<file path="src/rtl/mem_arbiter.sv">
// Memory-side arbiter between the dcache and icache request ports and a single-ported RAM.
// Optional icache starvation guard is enabled by defining MEM_ARB_STARVE_GUARD_EN.
module mem_arbiter #(
    parameter int unsigned STARVE_LIMIT = 4,
    parameter logic [31:0] ERR_WORD     = 32'hBAD1BAD1
) (
    input  logic        CLK,
    input  logic        nRST,
    input  logic        dREN,
    input  logic        dWEN,
    input  logic [31:0] daddr,
    input  logic [31:0] dstore,
    input  logic        iREN,
    input  logic [31:0] iaddr,
    output logic        dwait,
    output logic [31:0] dload,
    output logic        iwait,
    output logic [31:0] iload,
    output logic        ramREN,
    output logic        ramWEN,
    output logic [31:0] ramaddr,
    output logic [31:0] ramstore,
    input  logic [31:0] ramload,
    input  logic [1:0]  ramstate,
    output logic        ram_err
);

    localparam int unsigned CNT_W      = 3;
    localparam logic [1:0]  RAM_ACCESS = 2'd2;
    localparam logic [1:0]  RAM_ERROR  = 2'd3;

    typedef enum logic [1:0] {
        IDLE   = 2'd0,
        DGRANT = 2'd1,
        IGRANT = 2'd2
    } state_t;

    state_t             state;
    logic               d_req_c;
    logic               ram_done_c;
    logic               d_done_c;
    logic               i_done_c;
    logic               starve_hit_c;
    logic [31:0]        ram_word_c;
    logic [CNT_W-1:0]   starve_cnt;

    assign d_req_c    = dREN | dWEN;
    assign ram_done_c = (ramstate == RAM_ACCESS) || (ramstate == RAM_ERROR);
    assign ram_word_c = (ramstate == RAM_ERROR) ? ERR_WORD : ramload;
    assign d_done_c   = (state == DGRANT) && d_req_c && ram_done_c;
    assign i_done_c   = (state == IGRANT) && iREN && ram_done_c;

`ifdef MEM_ARB_STARVE_GUARD_EN
    // Saturating count of dcache wins taken while the icache was waiting.
    always_ff @(posedge CLK or negedge nRST) begin
        if (!nRST) begin
            starve_cnt <= '0;
        end else if (i_done_c) begin
            starve_cnt <= '0;
        end else if (d_done_c && iREN && (starve_cnt != '1)) begin
            starve_cnt <= starve_cnt + CNT_W'(1);
        end
    end
`else
    // No counter: tied to zero so the threshold compare below folds to 0.
    assign starve_cnt = '0;
`endif

    assign starve_hit_c = (starve_cnt >= CNT_W'(STARVE_LIMIT));

    // Grant FSM and sticky error flag.
    always_ff @(posedge CLK or negedge nRST) begin
        if (!nRST) begin
            state   <= IDLE;
            ram_err <= 1'b0;
        end else begin
            case (state)
                IDLE: begin
                    if (iREN && (!d_req_c || starve_hit_c)) begin
                        state <= IGRANT;
                    end else if (d_req_c) begin
                        state <= DGRANT;
                    end
                end
                DGRANT: begin
                    if (!d_req_c || d_done_c) begin
                        state <= IDLE;
                    end
                end
                IGRANT: begin
                    if (!iREN || i_done_c) begin
                        state <= IDLE;
                    end
                end
                default: state <= IDLE;
            endcase
            if ((d_done_c || i_done_c) && (ramstate == RAM_ERROR)) begin
                ram_err <= 1'b1;
            end
        end
    end

    // RAM drive and cache handshake, combinational from the grant.
    always_comb begin
        dwait    = 1'b1;
        iwait    = 1'b1;
        dload    = '0;
        iload    = '0;
        ramREN   = 1'b0;
        ramWEN   = 1'b0;
        ramaddr  = '0;
        ramstore = '0;
        case (state)
            DGRANT: begin
                ramaddr  = daddr;
                ramstore = dstore;
                ramWEN   = dWEN;
                ramREN   = dREN & ~dWEN;
                if (d_done_c) begin
                    dwait = 1'b0;
                    dload = ram_word_c;
                end
            end
            IGRANT: begin
                ramaddr = iaddr;
                ramREN  = iREN;
                if (i_done_c) begin
                    iwait = 1'b0;
                    iload = ram_word_c;
                end
            end
            default: ;
        endcase
    end

endmodule

</file>
<file path="config.mk">
export PLATFORM = sky130hd
export DESIGN_NAME = mem_arbiter
export DESIGN_NICKNAME = d
export VERILOG_FILES = /design/src/rtl/mem_arbiter.sv
export SDC_FILE = /design/constraint.sdc
export NUM_CORES = 1
export LEC_CHECK = 0
export ABC_CLOCK_PERIOD_IN_PS = 2100
export CAP_MARGIN = 25
export CORE_AREA = 5 5 100 102
export CTS_BUF_LIST = sky130_fd_sc_hd__clkbuf_2
export DETAILED_ROUTE_END_ITERATION = 8
export DIE_AREA = 0 0 105 107
export PLACE_DENSITY = 0.69
export SETUP_SLACK_MARGIN = 0.4
export SLEW_MARGIN = 10
export SYNTH_ARGS = -nofsm -noshare
export SYNTH_HDL_FRONTEND = slang
export SYNTH_SLANG_ARGS = --single-unit
</file>
<file path="constraint.sdc">
create_clock -name CLK -period 2.1 [get_ports CLK]
set_clock_uncertainty 0.05 [all_clocks]
set_input_delay 0.42 -clock CLK [delete_from_list [all_inputs] [get_ports CLK]]
set_output_delay 0.42 -clock CLK [all_outputs]
set_load 0.03 [all_outputs]
</file>
==> metrics.md <==
| Metric | Value |
|---|---|
| Run status | finished, final reports clean |
| Final Cell Area | 0.006215 mm^2 |
| Vias | 3009 |
| Synth Area in Compound Gates | 0.2161 |
| Clk root buf | clkbuf_2 |
| Clk Latency, worst-skew pair | 0.20 ns |
| Initial antenna violation count | 0 |
| Num CTS Buffers | 3 |
| Ratio of cells with drive above 1 in the final layout | 0.6969 |
| Max_cap viols | 0 |
| R2R Setup Slk | 0.49 ns |
| IO Port Bufs | 267 |
| Largest net degree at the start of global routing | 50 |
| RSZ-0062 raised after global routing | yes |
| Crit path DAT | 1.59 ns |
| Reg2Reg Depth | 7 |
| Worst slew pin tran | 0.3887 ns |
| Critical Path Fanout Max | 7 |
| Tot GR Track Use | 0.1921 |
| Die Wd | 105 um |
| Syn Inst Count | 249 |
| Routed wire per std cell | 17.58 um |
| Worst Hold Class | input pin to asynchronous set/reset pin |
| H-tree levels | 1 |
| Final setup fails | 0 |
| Hpwl dp | 8521 um |
| Synth Area in XOR/XNOR | 0 |
| Core footprint | 0.009021 mm^2 |
| Vias in the first global route | 3293 |
| VDD IR max | 400.9 uV |
| RR Startpoint | state[0] |
| Final hold vios | 0 |
| Fill count | 669 |
| Synth warn | 0 |
| Crit path to | iload[19] |
| Period Utilization, post-route | 0.9812 |
| Post-synth top area share | 0.2251 |
| CP Launch Type | flip-flop |
| CP Data Required Time | 1.63 ns |
| Fmax | 485.3 MHz |
| Final max-slew violation count | 0 |
| Routed Antenna Nets | 0 |
| CP Class | flip-flop to primary output |
| Area contributors post-synth | nor2_1 (23%), a22oi_1 (17%), and2_1 (16%), nor2b_1 (14%), buf_2 (5.4%) |
| First-pass GRT wire length | 17420 um |
| Post-Synth Simple-Gate Area | 0.6049 |
| Mapped Area | 0.001384 mm^2 |
| Vias per cell | 4.393 |
| Post-synthesis sequential area ratio | 0.05425 |
| Critical Path Source | state[0] |
| Pwr Total | 0.004483 W |
| Lkg Pwr | 2.579 nW |
| R2r endpoint | state[0] |
| CP Capture Type | primary output |
| Reg clk slew, reported paths | 0.05 ns |
| CTS tree | yes |
| Slew margin rel. | 0.7419 |
| Largest family of logic cells by synthesized area | simple AND/OR/NAND/NOR gates |
| FP Rows | 35 |
| Synth area leader | nor2_1 |
| P per Cell Area | 721.4 mW/mm^2 |
| Synthesized flop and latch total | 3 |
| Initial drt markers | 85 |
| Multi-input logic area | 0.002237 mm^2 |
| Clock sink total | 3 |
| Dpl cell area | 0.004967 mm^2 |
| Final Wtd Congestion | 0.8278 |
| Register area | 76.32 um^2 |
| Area delta synth->final | 349.1% |
| Overflow after GRT | 0 |
| Syn Nets | 387 |
| WL final | 12040 um |
| Chip Height | 107 um |
| Total die area | 0.01124 mm^2 |
| Yosys cell types | 22 |
| Multiplexer share of the synthesized area | 0 |
| Net count, final | 713 |
| Clock buffer depth | 2 |
| Post-Synth Adder-Cell Area | 0.02712 |
| Crit path time final | 2.061 ns |
| DRC Markers | 0 |
| Post-Syn Area per Cell | 5.558 um^2 |
| Pre-Repair DR Iteration Count | 4 |
| IO Pins | 268 |
| # diodes | 0 |
| Starting Density | 0.1534 |
| Total negative slack | 0 ns |
## final cells by class
class,instances,area share
sequential,3,0.01228
tap,111,0.02235
inverter,3,0.001812
multi-input combinational,219,0.3600
clock buffer,4,0.003221
timing repair buffer,345,0.6004
## cells by family after synthesis
| logic type | count (synthesis) |
|---|---|
| and+or+nand+nor | 174 |
| DFF | 3 |
| AOI/OAI and AO/OA | 42 |
| adders and majority gates | 3 |
| buffers and inverters | 27 |
## synth_stat cells (all sizes together)
master	count
a211oi	1
a21o	1
a21oi	4
a22oi	32
a41oi	1
and2	35
buf	18
clkbuf	6
dfrtp	3
ha	3
inv	3
nand2	18
nand2b	1
nand3	2
nor2	83
nor2b	32
nor3	1
o21ai	3
or2	2
## report_power, final
group / internal (W) / total, W / switching (W)
clock network: 0.0000503 / 0.0000818 / 0.0000315
registers: 0.0000743 / 0.0000918 / 0.0000175
logic: 0.00226 / 0.00431 / 0.00205
## placed cells by master, fill, tap and decap left out, drive strengths merged, types with 2 or more instances in the layout
cell           count
a21oi              4
a22oi             32
and2              35
buf              206
clkbuf             8
clkdlybuf4s15      2
clkdlybuf4s50    129
dfrtp              3
dlygate4sd2        3
ha                 3
inv                3
nand2             18
nand3              2
nor2              83
nor2b             32
o21ai              3
or2                2
## flip-flops by register name (all words and copies together) (netlist names)
name     count
ram_err      1
state        2
## worst min-delay path by stage
| stage | from | end | slack [ns] | cells past startpoint |
|---|---|---|---|---|
| final | nRST | ram_err | 0.34 | 1 |
| after CTS | nRST | ram_err | 0.33 | 1 |
| after global routing | nRST | ram_err | 0.34 | 1 |
| after detailed placement | ram_err | ram_err | 0.44 | 1 |
| after global placement | ram_err | ram_err | 0.41 | 1 |
| after floorplan | nRST | ram_err | 0.07 | 0 |
## layer usage
layer  share of wire  track usage
met1            0.35       0.1965
met2            0.56       0.3840
met3           0.069      0.04877
met4           0.017      0.04566
met5               0            0
## per-stage QoR
stage | utilization | std cells | hold WS, ns | setup WS [ns]
floorplan | - | 249 | 0.07441 | 0.3514
global placement | 0.5506 | 645 | 0.4116 | -0.1406
finish | 0.6889 | 685 | 0.3428 | 0.03941
detailed placement | 0.5506 | 645 | 0.4357 | -0.1567
CTS | 0.6431 | 667 | 0.3292 | 0.02155
global route | 0.6889 | 685 | 0.3355 | -0.03951
## worst max-delay path, cell delays in order (launching register included)
cell and delay (ns):
dfrtp_2 0.43, inv_2 0.09, ha_4 0.20, nand3_4 0.11
buf_6 0.15, buf_12 0.14, nor2_4 0.11, buf_6 0.15
## repair_timing
item                                    in CTS  in global routing
hold buffers                                 0                  0
buffers inserted                            11                 12
endpoints found under the hold margin        0                  0
pin swaps                                   15                 16
resized for setup                          151                 47
endpoints found under the setup margin     136                132
cloned                                       7                  6
No activity file was read; power rests on OpenSTA's default activity.
